### config.mk
export PLATFORM = sky130hd
export DESIGN_NAME = pdm_mic_ctrl
export DESIGN_NICKNAME = d
export VERILOG_FILES = /design/src/rtl/pdm_mic_ctrl_pkg.sv /design/src/rtl/pdm_mic_ctrl_fifo.sv /design/src/rtl/pdm_mic_ctrl.sv
export SDC_FILE = /design/constraint.sdc
export NUM_CORES = 1
export LEC_CHECK = 0
export ABC_AREA = 1
export CORE_ASPECT_RATIO = 1.2
export CORE_UTILIZATION = 35
export CTS_CLUSTER_SIZE = 8
export DETAILED_ROUTE_END_ITERATION = 10
export HOLD_SLACK_MARGIN = 0.03
export PLACE_DENSITY = 0.63
export SLEW_MARGIN = 20
export SYNTH_ARGS = -nofsm -noshare
export SYNTH_HDL_FRONTEND = slang
export SYNTH_SLANG_ARGS = --single-unit
### constraint.sdc
create_clock -name clk -period 4.1 [get_ports clk]
set_clock_uncertainty 0.05 [all_clocks]
set_input_delay 1.23 -clock clk [delete_from_list [all_inputs] [get_ports clk]]
set_output_delay 1.23 -clock clk [all_outputs]
set_load 0.02 [all_outputs]
### src/rtl/pdm_mic_ctrl_pkg.sv
// ============================================================================
// Module      : pdm_mic_ctrl_pkg
// Description : Shared types and elaboration helpers for the PDM microphone
//               sequencing controller.
// Revision    : 1.0 - initial release
// ============================================================================
`default_nettype none

package pdm_mic_ctrl_pkg;

    // Controller states; the encoding is visible on the state output.
    typedef enum logic [2:0] {
        IDLE   = 3'd0,
        WAKE   = 3'd1,
        SETTLE = 3'd2,
        RUN    = 3'd3,
        STOP   = 3'd4
    } state_t;

    // System clocks per m_clk half period (CLK_FREQ in MHz, rate in Hz).
    function automatic int calc_half_period(input int clk_freq_mhz,
                                            input int sample_rate_hz);
        longint num;
        longint den;
        num = longint'(clk_freq_mhz) * 64'sd1000000;
        den = longint'(sample_rate_hz) * 64'sd2;
        return int'(num / den);
    endfunction

    // Counter width able to hold 0..n-1, never narrower than one bit.
    function automatic int cnt_width(input int n);
        return (n > 1) ? $clog2(n) : 1;
    endfunction

endpackage

`default_nettype wire

### src/rtl/pdm_mic_ctrl_fifo.sv
// ============================================================================
// Module      : pdm_mic_ctrl_fifo
// Description : Two-entry valid/ready sample buffer. The head entry drives
//               the output directly; a push into a full buffer with no pop
//               in the same cycle is dropped and flagged on overrun.
// Revision    : 1.0 - initial release
// ============================================================================
`default_nettype none

module pdm_mic_ctrl_fifo #(
    parameter int DATA_WIDTH = 16
) (
    input  logic                  clk,
    input  logic                  rst_n,
    input  logic                  push,
    input  logic [DATA_WIDTH-1:0] push_data,
    input  logic                  ready,
    input  logic                  ovr_clr,
    output logic [DATA_WIDTH-1:0] data,
    output logic                  valid,
    output logic                  overrun
);

    logic [DATA_WIDTH-1:0] tail;
    logic                  tail_v;
    logic                  pop;
    logic                  drop;

    assign pop  = valid && ready;
    assign drop = push && tail_v && !pop;

    // Head/tail storage: head is the output register, tail the second slot.
    always_ff @(posedge clk or negedge rst_n) begin
        if (!rst_n) begin
            data   <= '0;
            valid  <= 1'b0;
            tail   <= '0;
            tail_v <= 1'b0;
        end else if (pop) begin
            if (tail_v) begin
                data <= tail;
                if (push) tail <= push_data;
                else      tail_v <= 1'b0;
            end else if (push) begin
                data <= push_data;
            end else begin
                valid <= 1'b0;
            end
        end else if (push) begin
            if (!valid) begin
                data  <= push_data;
                valid <= 1'b1;
            end else if (!tail_v) begin
                tail   <= push_data;
                tail_v <= 1'b1;
            end
        end
    end

    // Sticky drop flag; a new drop outranks a clear in the same cycle.
    always_ff @(posedge clk or negedge rst_n) begin
        if (!rst_n)       overrun <= 1'b0;
        else if (drop)    overrun <= 1'b1;
        else if (ovr_clr) overrun <= 1'b0;
    end

endmodule

`default_nettype wire

### src/rtl/pdm_mic_ctrl.sv
// ============================================================================
// Module      : pdm_mic_ctrl
// Description : PDM microphone sequencing controller. Generates m_clk, waits
//               out mic wake-up, strobes the sinc3 integrators/combs, drops
//               the filter start-up transient and buffers settled samples.
//               Optional feature macro: PDM_MIC_CTRL_WAKE_EN builds the WAKE
//               state and wake counter; without it capture starts at once.
// Revision    : 1.0 - initial release
// ============================================================================
`default_nettype none

module pdm_mic_ctrl
    import pdm_mic_ctrl_pkg::*;
#(
    parameter int CLK_FREQ       = 44,
    parameter int SAMPLE_RATE    = 2750000,
    parameter int DEC_RATE       = 80,
    parameter int WAKE_CYCLES    = 27500,
    parameter int SETTLE_SAMPLES = 3,
    parameter int DATA_WIDTH     = 16
) (
    input  logic                  clk,
    input  logic                  rst_n,
    input  logic                  enable,
    input  logic [DATA_WIDTH-1:0] filt_data,
    input  logic                  filt_valid,
    input  logic                  m_ready,
    input  logic                  ovr_clr,
    output logic                  m_clk,
    output logic                  samp_en,
    output logic                  dec_en,
    output logic                  flt_clr,
    output logic [DATA_WIDTH-1:0] m_data,
    output logic                  m_valid,
    output logic                  busy,
    output logic [2:0]            state,
    output logic                  overrun
);

    localparam int HALF_PERIOD = calc_half_period(CLK_FREQ, SAMPLE_RATE);
    localparam int HC_W        = cnt_width(HALF_PERIOD);
    localparam int DC_W        = cnt_width(DEC_RATE);
    localparam int SC_W        = cnt_width(SETTLE_SAMPLES + 1);

    localparam logic [HC_W-1:0] HC_LAST = HC_W'(HALF_PERIOD - 1);
    localparam logic [HC_W-1:0] HC_PRE  = HC_W'(HALF_PERIOD - 2);
    localparam logic [DC_W-1:0] DC_LAST = DC_W'(DEC_RATE - 1);
    localparam logic [SC_W-1:0] SC_LAST = SC_W'(SETTLE_SAMPLES - 1);

    // With no transient to discard, capture goes straight to RUN.
    localparam state_t CAPTURE_ST = (SETTLE_SAMPLES == 0) ? RUN : SETTLE;

    state_t                state_q;
    state_t                state_d;
    logic [HC_W-1:0]       hc;
    logic [DC_W-1:0]       dcnt;
    logic [SC_W-1:0]       scnt;
    logic                  push_v;
    logic [DATA_WIDTH-1:0] push_d;
    logic                  hc_wrap;
    logic                  m_rise;
    logic                  m_fall;
    logic                  strobe_phase;
    logic                  samp_d;
    logic                  dec_d;

    assign hc_wrap = (state_q != IDLE) && (hc == HC_LAST);
    assign m_rise  = hc_wrap && !m_clk;
    assign m_fall  = hc_wrap && m_clk;
    assign state   = state_q;

`ifdef PDM_MIC_CTRL_WAKE_EN
    localparam int              WC_W     = cnt_width(WAKE_CYCLES);
    localparam logic [WC_W-1:0] WC_LAST  = WC_W'(WAKE_CYCLES - 1);
    localparam state_t          ENTRY_ST = WAKE;

    logic [WC_W-1:0] wcnt;
    logic            wake_done;

    assign wake_done = m_rise && (wcnt == WC_LAST);

    // Count m_clk rising edges while the microphone wakes up.
    always_ff @(posedge clk or negedge rst_n) begin
        if (!rst_n)                 wcnt <= '0;
        else if (state_q != WAKE)   wcnt <= '0;
        else if (m_rise)            wcnt <= wcnt + 1'b1;
    end
`else
    localparam state_t ENTRY_ST = CAPTURE_ST;
`endif

    // Next-state decode; dropping enable always parks through STOP.
    always_comb begin
        state_d = state_q;
        case (state_q)
            IDLE:    if (enable) state_d = ENTRY_ST;
`ifdef PDM_MIC_CTRL_WAKE_EN
            WAKE:    if (!enable)       state_d = STOP;
                     else if (wake_done) state_d = CAPTURE_ST;
`endif
            SETTLE:  if (!enable)                         state_d = STOP;
                     else if (filt_valid && scnt == SC_LAST) state_d = RUN;
            RUN:     if (!enable) state_d = STOP;
            STOP:    if (m_fall)  state_d = IDLE;
            default: state_d = IDLE;
        endcase
    end

    // Strobes are precomputed one cycle early so they leave a flop and land
    // on the last clk of the m_clk high phase.
    assign strobe_phase = (state_d == SETTLE) || (state_d == RUN);
    assign samp_d       = strobe_phase && m_clk && (hc == HC_PRE);
    assign dec_d        = samp_d && (dcnt == DC_LAST);

    // State register plus the status outputs derived from the transition.
    always_ff @(posedge clk or negedge rst_n) begin
        if (!rst_n) begin
            state_q <= IDLE;
            busy    <= 1'b0;
            flt_clr <= 1'b0;
        end else begin
            state_q <= state_d;
            busy    <= (state_d != IDLE);
            flt_clr <= (state_q == IDLE) && enable;
        end
    end

    // m_clk divider: parked low in IDLE, free-running elsewhere.
    always_ff @(posedge clk or negedge rst_n) begin
        if (!rst_n) begin
            hc    <= '0;
            m_clk <= 1'b0;
        end else if (state_q == IDLE) begin
            hc    <= '0;
            m_clk <= 1'b0;
        end else if (hc_wrap) begin
            hc    <= '0;
            m_clk <= ~m_clk;
        end else begin
            hc    <= hc + 1'b1;
        end
    end

    // Integrator/decimation strobes and the modulo-DEC_RATE bit counter.
    always_ff @(posedge clk or negedge rst_n) begin
        if (!rst_n) begin
            samp_en <= 1'b0;
            dec_en  <= 1'b0;
            dcnt    <= '0;
        end else begin
            samp_en <= samp_d;
            dec_en  <= dec_d;
            if (state_q == IDLE || state_q == WAKE) dcnt <= '0;
            else if (samp_d) dcnt <= dec_d ? '0 : dcnt + 1'b1;
        end
    end

    // Filter outputs discarded while the sinc3 start-up transient settles.
    always_ff @(posedge clk or negedge rst_n) begin
        if (!rst_n)                 scnt <= '0;
        else if (state_q != SETTLE) scnt <= '0;
        else if (filt_valid)        scnt <= scnt + 1'b1;
    end

    // Capture stage ahead of the buffer; only RUN samples are forwarded.
    always_ff @(posedge clk or negedge rst_n) begin
        if (!rst_n) begin
            push_v <= 1'b0;
            push_d <= '0;
        end else begin
            push_v <= (state_q == RUN) && filt_valid;
            if (filt_valid) push_d <= filt_data;
        end
    end

    pdm_mic_ctrl_fifo #(
        .DATA_WIDTH (DATA_WIDTH)
    ) u_fifo (
        .clk       (clk),
        .rst_n     (rst_n),
        .push      (push_v),
        .push_data (push_d),
        .ready     (m_ready),
        .ovr_clr   (ovr_clr),
        .data      (m_data),
        .valid     (m_valid),
        .overrun   (overrun)
    );

endmodule

`default_nettype wire

==> metrics.md, run 1 <==
| Metric | Value |
|---|---|
| Post-DP Area | `0.00385 mm^2` |
| Rows | `38` |
| Total Wirelength | `6180 um` |
| Fin area | `0.00406 mm^2` |
| Endpoint type of the worst setup path | `flop` |
| Critical path launch point type | `input port` |
| Chip Width | `91.1 um` |
| Share of the synthesized area in the top cell type | `0.541` |
| Hold Vio Cnt, Final | `0` |
| Synth top area cells | `dfrtp_1, nand2_1, nand3_1` |
| RR Startpoint | `u_fifo.tail_v` |
| Initial antenna violation count | `0` |
| Initial DRC count | `roughly 160` |
| Final setup violation count | `0` |
| Drt via density | `between 4 and 5` |
| Data arrival time of the critical path | `3.08 ns` |
| Final-layout fill cell count | `approximately 960` |
| Input/output buffers | `47` |
| Hold crit path type | `reg2reg` |
| First-pass DRT Iterations | `4` |
| Worst R2R End | `u_fifo.tail[6]` |
| I/O Pins | `48` |
| Crit path max-delay family | `buffers and inverters` |
| Crit path cell chain | `clkdlybuf4s50_1 -> nand2_1 -> inv_2 -> ha_1 -> nor2_1 -> o211ai_4 -> nand2_1 -> o21ai_1` |
| Slowest CP cell | `clkdlybuf4s50_1` |
| Seq. cell area | `0.00180 mm^2` |
| H-tree level count | `3` |
| Max stage delay on crit path | `between 0.4 and 0.5 ns` |
| Worst skew pair latency | `0.35 ns` |
| First-pass GRT wire length | `10600 um` |
| CP dominant cell by count | `nand2_1` |
| Global Route Usage Sum | `0.137` |
| N_diodes | `0` |
| Grt total ovfl | `0` |
| WP buf/inv | `2` |
| Post-CTS Setup Inserts | `0` |
| Layout cells sized above 1 | `0.0991` |
| Worst Hold Path EP | `hc[0]` |
| RSZ-0062 raised after global routing | `false` |
| CTS root buffer | `clkbuf_8` |
| Via count | `2546` |
| Pins over their slew limit | `0` |
| CTS buffer count | `9` |
| Count of different cell masters after synthesis | `28` |
| GP Congestion | `0.754` |
| Power Density | `453 mW/mm^2` |
| Synth Cell Area | `0.00333 mm^2` |
| Placed insts | `approximately 540` |
| Clk slew on worst S/H paths | `0.08 ns` |
| Synthesis warning total | `0` |
| Vias in the first global route | `2333` |
| Post-Syn Instances | `383` |
| Leak Pwr | `between 2 and 2.5 nW` |
| Synth Area per Inst | `8.70 um^2` |
| Post_cts resized | `0` |
| Crit Path Class | `in2reg` |
| Area of the multi-input gates | `~0.0012 mm^2` |
| Max clock buf depth | `2` |
| Clock sink count | `72` |
| Worst slew pin tran | `0.885 ns` |
| Initial core utilization | `0.365` |
| Status | `complete, no violations` |
| Rel. slew slack | `0.410` |
| Setup slack at placement | `between 0.7 and 0.8 ns` |
| DRC errors left | `0` |
| Hold buffer count at CTS | `0` |
| HPWL Detailed | `4240 um` |
| Final period utilization | `0.713` |
| Synth area leader | `dfrtp_1` |
| Wirelength per Cell | `11.2 um` |
| Hold path depth | `1` |
| Final WS setup | `1.17 ns` |
| Worst-path fanout max | `32` |
| Hold Startpoint | `hc[0]` |
| Max-capacitance violation count | `0` |
| VDD IR-drop max | `around 230 uV` |
| Post-route ant nets | `0` |
| #FFs+latches synth | `72` |
| R2r setup slk | `2.05 ns` |
| NumNets Final | `457` |
| Core Region | `~0.009 mm^2` |
| Seq/Total Area, Yosys | `0.541` |
| Synthesis-to-finish area growth | `21.7%` |
| Max Fclk | `342 MHz` |
| Hold slack final | `just over 0.4 ns` |
| CP required | `4.25 ns` |
| Die height | `109 um` |
| Fin cells | `554` |
| Sum Neg Setup Slack | `0 ns` |
| Post-Syn Nets | `411` |
| Minimum clock period | `2.93 ns` |
| CTS tree | `built` |
| Die Area | `approximately 0.0099 mm^2` |
| Largest net degree at the start of global routing | `between 70 and 80` |
| R2R depth | `5` |
## worst max path at each step
stage | startpoint | endpoint | slack, ns | cells past startpoint
2_1_floorplan | m_ready | u_fifo.tail[12] | 1.56 | 9
3_3_place_gp | m_ready | u_fifo.tail[13] | 0.85 | 8
3_5_place_dp | m_ready | u_fifo.tail[6] | 0.79 | 8
4_1_cts | m_ready | u_fifo.tail[6] | 1.17 | 8
5_1_grt | m_ready | u_fifo.tail[14] | 1.02 | 8
6_report | m_ready | u_fifo.tail[6] | 1.17 | 8
## cells by family after synthesis
group	count (synthesis)	synth area share
compound gates	58	0.107
xor+xnor	3	0.00788
simple gates	175	0.227
flops	72	0.541
buf+inv	69	0.0946
fa+ha+maj	6	0.0225
## worst reg2reg max path, stage by stage, from the launching register on
cell and delay [ns]:
dfrtp_1 0.79, ha_1 0.35, nor2_1 0.19, o211ai_4 0.30, nand2_1 0.16, o21ai_1 0.07
## cell usage in the layout, fill, tap and decap left out, types with 2 or more instances in the layout
master,Yosys,final
buf_4,4,2
o21ai_1,20,20
dfrtp_1,72,72
nand3_1,40,40
nand2_2,3,3
o21ai_0,23,23
inv_1,50,50
o21ai_2,10,10
clkbuf_8,0,9
nor2_1,14,14
nand2_1,111,111
inv_6,0,3
ha_1,6,6
inv_2,5,5
clkdlybuf4s50_1,0,46
xor2_1,3,3
## registers in the layout (all words and copies together) (netlist names)
signal	cells
u_fifo.valid	1
u_fifo.data	16
scnt	2
busy	1
dcnt	7
u_fifo.tail	16
samp_en	1
u_fifo.tail_v	1
state	3
m_clk	1
push_v	1
flt_clr	1
hc	3
push_d	16
dec_en	1
u_fifo.overrun	1
## layout make-up
cell class / instances / area share
inverters: 55 / 0.0509
clock buffers: 9 / 0.0305
clock inverters: 7 / 0.0191
flip-flops and latches: 72 / 0.444
multi-input cells: 242 / 0.300
repair buffers: 49 / 0.118
well taps: 120 / 0.0370
## synthesized netlist by cell type, drive strengths merged
master	count
inv	55
or2	1
a211oi	1
xor2	3
nand3	40
nand2	114
o211ai	2
nor2	15
o32ai	1
nand3b	2
clkbuf	2
o21ai	53
nor3	2
buf	12
a21oi	1
dfrtp	72
ha	6
nand4	1
## report_power, final
group          switching, mW  total [mW]  leakage, nW  internal [mW]
Clock                  0.289       0.576        0.101          0.287
Sequential            0.0674       0.868        0.945          0.801
Combinational          0.225       0.393        0.984          0.168
Total                  0.580        1.84         2.03           1.26
## metal layers
layer | global-route usage | vias up | part of all wire
met2 | 0.219 | 70 | 0.47
met3 | 0.0244 | 12 | 0.048
met5 | 0 | - | 0
li1 | - | 1312 | -
met1 | 0.177 | 1152 | 0.46
met4 | 0.0760 | 0 | 0.021
## through the flow
stage | power [mW] | util
detailed placement | 1.28 | 0.422
global route | 1.94 | 0.444
floorplan | 1.11 | -
CTS | 1.86 | 0.444
finish | 1.84 | 0.444
global placement | 1.27 | 0.422
Power figures use the tool's default switching activity.
==> run 2: changes to the inputs <==
clock period = 2.8 ns   (was 4.1 ns; I/O delays follow)
==> run 2 against run 1 <==
  * Sequential share of layout area decreased by 0.39 points
  * Wire length increased by 1.5%
  * Hold slack about the same
  * Final area increased by 0.89%
  * Global-route usage increased by 0.33 points
  * Flip-flop and latch count unchanged
  * Largest cell class unchanged
  * Highest routed layer unchanged
==> metrics.md, run 2 (synthesized netlist as in run 1, its figures left out) <==
| Metric | Value |
|---|---|
| Status | `complete, no violations` |
| First-pass GRT wire length | `10800 um` |
| N_diodes | `0` |
| Global Route Usage Sum | `0.140` |
| CTS tree | `built` |
| Worst skew pair latency | `0.34 ns` |
| Wirelength per Cell | `11.3 um` |
| Sum Neg Setup Slack | `0 ns` |
| NumNets Final | `459` |
| Largest net degree at the start of global routing | `73` |
| Final WS setup | `0.475 ns` |
| Max stage delay on crit path | `between 0.6 and 0.7 ns` |
| H-tree level count | `3` |
| Clk slew on worst S/H paths | `0.07 ns` |
| Most frequent cells in the layout | `nand2_1, dfrtp_1, inv_1` |
| Max Fclk | `430 MHz` |
| Drt via density | `approximately 4.6` |
| Most common cell after layout, fill and taps aside | `nand2_1` |
| VDD IR-drop max | `roughly 430 uV` |
| Rel. slew slack | `0.468` |
| DRC errors left | `0` |
| Post-DP Area | `0.00389 mm^2` |
| CTS buffer count | `9` |
| Total power | `2.67 mW` |
| Post_cts resized | `0` |
| Post-CTS Setup Inserts | `0` |
| Data arrival time of the critical path | `1.44 ns` |
| Initial core utilization | `0.365` |
| Chip Width | `91.1 um` |
| Hold Vio Cnt, Final | `0` |
| Die height | `109 um` |
| Via count | `2545` |
| Minimum clock period | `2.33 ns` |
| Max-capacitance violation count | `0` |
| Crit Path Class | `reg2out` |
| Endpoint type of the worst setup path | `output pin` |
| Setup slack at placement | `0.169 ns` |
| Crit path cell chain | `clkdlybuf4s50_1` |
| Fin area | `0.00409 mm^2` |
| RSZ-0062 raised after global routing | `false` |
| Vias in the first global route | `around 2400` |
| Max clock buf depth | `2` |
| Die Area | `between 0.009 and 0.01 mm^2` |
| R2r setup slk | `approximately 0.96 ns` |
| Initial DRC count | `96` |
| CTS root buffer | `clkbuf_8` |
| Worst-path fanout max | `6` |
| Slowest CP cell | `clkdlybuf4s50_1` |
| Leak Pwr | `between 2 and 2.5 nW` |
| Clock sink count | `72` |
| Rows | `38` |
| GP Congestion | `0.752` |
| Crit path max-delay family | `buffers and inverters` |
| Power Density | `653 mW/mm^2` |
| Pins over their slew limit | `0` |
| Synthesis-to-finish area growth | `22.8%` |
| Hold crit path type | `reg2reg` |
| Initial antenna violation count | `0` |
| Hold buffer count at CTS | `0` |
| Fin cells | `556` |
| I/O Pins | `48` |
| Worst slew pin tran | `0.793 ns` |
| Total Wirelength | `6270 um` |
| WP buf/inv | `1` |
| Critical path launch point type | `flop` |
| Final setup violation count | `0` |
| Layout cells sized above 1 | `0.101` |
| Core Region | `0.00913 mm^2` |
| CP required | `1.91 ns` |
| Biggest regs | `push_d x16, u_fifo.data x16, u_fifo.tail x16` |
| Input/output buffers | `47` |
| Post-route ant nets | `0` |
| HPWL Detailed | `4330 um` |
| Placed insts | `between 500 and 600` |
| Final period utilization | `0.830` |
| First-pass DRT Iterations | `7` |
| Grt total ovfl | `0` |
==> run 2: layout make-up <==
cell class	count	area (um^2)
clock buffers	11	141
fillers	903	5040
well taps	120	150
repair buffers	51	520
clock inverters	5	56.3
flip-flops and latches	72	1800
multi-input cells	242	1220
inverters	55	206
==> run 2: routing by layer <==
layer | part of all wire | GRT usage | routed length [um]
met5 | 0 | 0 | 0
met4 | 0.0070 | 0.0476 | 44
met3 | 0.041 | 0.0418 | 256
met2 | 0.48 | 0.242 | 3010
met1 | 0.47 | 0.168 | 2960
==> run 2: path summary, 6_finish.rpt <==
path / startpoint / endpoint / cells after the start
setup / recovery: state[1] / state[1] / 1
hold / removal: hc[0] / hc[0] / 1
setup reg to reg: u_fifo.tail_v / u_fifo.tail[7] / 6
hold reg to reg: hc[0] / hc[0] / 1
max in group asynchronous: rst_n / u_fifo.data[7] / 2
min in group asynchronous: rst_n / u_fifo.valid / 2
==> run 2: power by group <==
group / switching, mW / internal (mW) / total (mW)
clock: 0.376 / 0.435 / 0.811
combinational: 0.357 / 0.255 / 0.612
sequential: 0.0766 / 1.17 / 1.25
==> run 2: per-stage QoR <==
stage / hold WS [ns] / util
finish: 0.414 / 0.448
CTS: 0.426 / 0.448
detailed placement: 0.416 / 0.427
global route: 0.454 / 0.448
floorplan: 0.381 / -
global placement: 0.397 / 0.427
==> run 3: changes to the inputs <==
PLACE_DENSITY = 0.65   (was 0.63)
clock period = 1.99 ns   (was 2.8 ns; I/O delays follow)
==> run 3 against run 2 <==
  * Sequential power increased by 41%
  * Register-to-register slack got worse by 0.59 ns
  * Final area up 2.5%
  * Critical path depth stayed put
  * Utilization is 1.1 points higher
  * Non-clock buffer count increased by 5
  * Power grew 43%
  * Sequential share of layout area is 1.1 points lower
  * Flip-flop and latch count unchanged
  * Worst setup slack got worse by 0.43 ns
  * Via count up 1.2%
  * Clock power increased by 52%
  * Critical path type unchanged
==> metrics.md, run 3 (synthesized netlist as in run 1, its figures left out) <==
| Metric | Value |
|---|---|
| Max stage delay on crit path | `0.60 ns` |
| Rel. slew slack | `0.685` |
| Worst setup path endpoint | `overrun` |
| R2r setup slk | `0.37 ns` |
| CTS root buffer | `clkbuf_8` |
| Grt total ovfl | `0` |
| Core Region | `0.00913 mm^2` |
| CTS tree | `built` |
| Pins over their slew limit | `0` |
| Area of the multi-input gates | `0.00122 mm^2` |
| Synthesis-to-finish area growth | `25.8%` |
| WP buf/inv | `1` |
| Setup slack at placement | `-0.217 ns` |
| Wirelength per Cell | `11.6 um` |
| Rows | `38` |
| VDD IR-drop max | `roughly 650 uV` |
| Status | `complete, no violations` |
| Worst slew pin tran | `0.473 ns` |
| Crit Path Class | `reg2out` |
| Final setup violation count | `0` |
| Critical path launch point | `u_fifo.overrun` |
| R2R depth | `9` |
| Hold crit path type | `in2async` |
| Die Area | `0.00992 mm^2` |
| Worst-path fanout max | `2` |
| Clock sink count | `72` |
| Crit path max-delay family | `buffers and inverters` |
| Max Fclk | `515 MHz` |
| Initial DRC count | `138` |
| Final-layout fill cell count | `approximately 900` |
| Endpoint type of the worst setup path | `output pin` |
| Minimum clock period | `a little under 2 ns` |
| N_diodes | `0` |
| Biggest regs | `push_d x16, u_fifo.data x16, u_fifo.tail x16` |
| Largest net degree at the start of global routing | `51` |
| Global Route Usage Sum | `0.147` |
| NumNets Final | `around 460` |
| DRC errors left | `0` |
| Total Wirelength | `6530 um` |
| CP required | `~1.3 ns` |
| Critical path launch point type | `flop` |
| Layout cells sized above 1 | `0.113` |
| RR Startpoint | `hc[0]` |
| Max-capacitance violation count | `0` |
| Initial antenna violation count | `0` |
| First-pass DRT Iterations | `4` |
| Power Density | `914 mW/mm^2` |
| Final WS setup | `0.0471 ns` |
| H-tree level count | `3` |
| Worst R2R End | `dcnt[1]` |
| CTS buffer count | `9` |
| Input/output buffers | `between 40 and 50` |
| Vias in the first global route | `2561` |
| Hold Vio Cnt, Final | `0` |
| RSZ-0062 raised after global routing | `false` |
| Leak Pwr | `about 2.3 nW` |
| Die height | `109 um` |
| Worst skew pair latency | `0.35 ns` |
| Total power | `3.83 mW` |
| Via count | `around 2600` |
| Post-route ant nets | `0` |
| First-pass GRT wire length | `~11000 um` |
| Most common cell after layout, fill and taps aside | `nand2_1` |
| Initial core utilization | `0.365` |
| Drt via density | `4.59` |
| Clk slew on worst S/H paths | `0.08 ns` |
| Cell count along the critical path | `1` |
| HPWL Detailed | `4450 um` |
| Max clock buf depth | `2` |
| Slowest CP cell | `clkdlybuf4s50_1` |
| Crit path cell chain | `clkdlybuf4s50_1` |
| Chip Width | `91.1 um` |
| I/O Pins | `48` |
| Data arrival time of the critical path | `1.30 ns` |
| GP Congestion | `0.729` |
| Final period utilization | `0.976` |
| Seq. cell area | `0.00180 mm^2` |
| Most frequent cells in the layout | `nand2_1, dfrtp_1, inv_1` |
[run 3: routing by layer]
layer  vias to the layer above  share of wire  GRT usage
met3                        11          0.052     0.0384
met1                      1193           0.47      0.186
met2                        51           0.46      0.235
li1                       1320              -          -
met5                         -              0          0
met4                         0          0.016     0.0737
[run 3: cell type report]
class	count	share of cell area
timing repair buffer	56	0.144
sequential	72	0.430
multi-input combinational	242	0.290
inverter	55	0.0492
tap	120	0.0358
clock inverter	5	0.0149
clock buffer	11	0.0361
[run 3: worst min path at each step]
stage	from	end	slack [ns]	depth (start not counted)
finish	rst_n	dcnt[6]	0.14	1
global route	rst_n	dcnt[0]	0.18	1
CTS	rst_n	dcnt[0]	0.15	1
detailed placement	hc[0]	hc[0]	0.41	1
global placement	hc[0]	hc[0]	0.39	1
floorplan	rst_n	busy	0.25	0
[run 3: power by group]
group	total (mW)	leakage, nW	switching (mW)	internal [mW]
clock network	1.23	0.103	0.575	0.656
registers	1.76	0.945	0.108	1.65
logic	0.842	1.24	0.503	0.339
total	3.83	2.28	1.19	2.65
[run 3: timing repair]
item                       in CTS  in global routing
pin swaps                       0                  0
hold buffers                    0                  0
setup buffers                   0                  0
gates resized for setup         6                 12
setup endpoints to repair       6                 12
[run 3: metrics by stage]
| step | cells | TNS, ns | utilization | instance area (um^2) | hold WS [ns] |
|---|---|---|---|---|---|
| after floorplan | 383 | 0 | - | 3330 | 0.251 |
| after global placement | 545 | -3.33 | 0.434 | 3960 | 0.394 |
| after detailed placement | 545 | -3.53 | 0.434 | 3960 | 0.414 |
| after CTS | 561 | 0 | 0.456 | 4160 | 0.151 |
| after global routing | 561 | 0 | 0.459 | 4190 | 0.176 |
| final | 561 | 0 | 0.459 | 4190 | 0.143 |
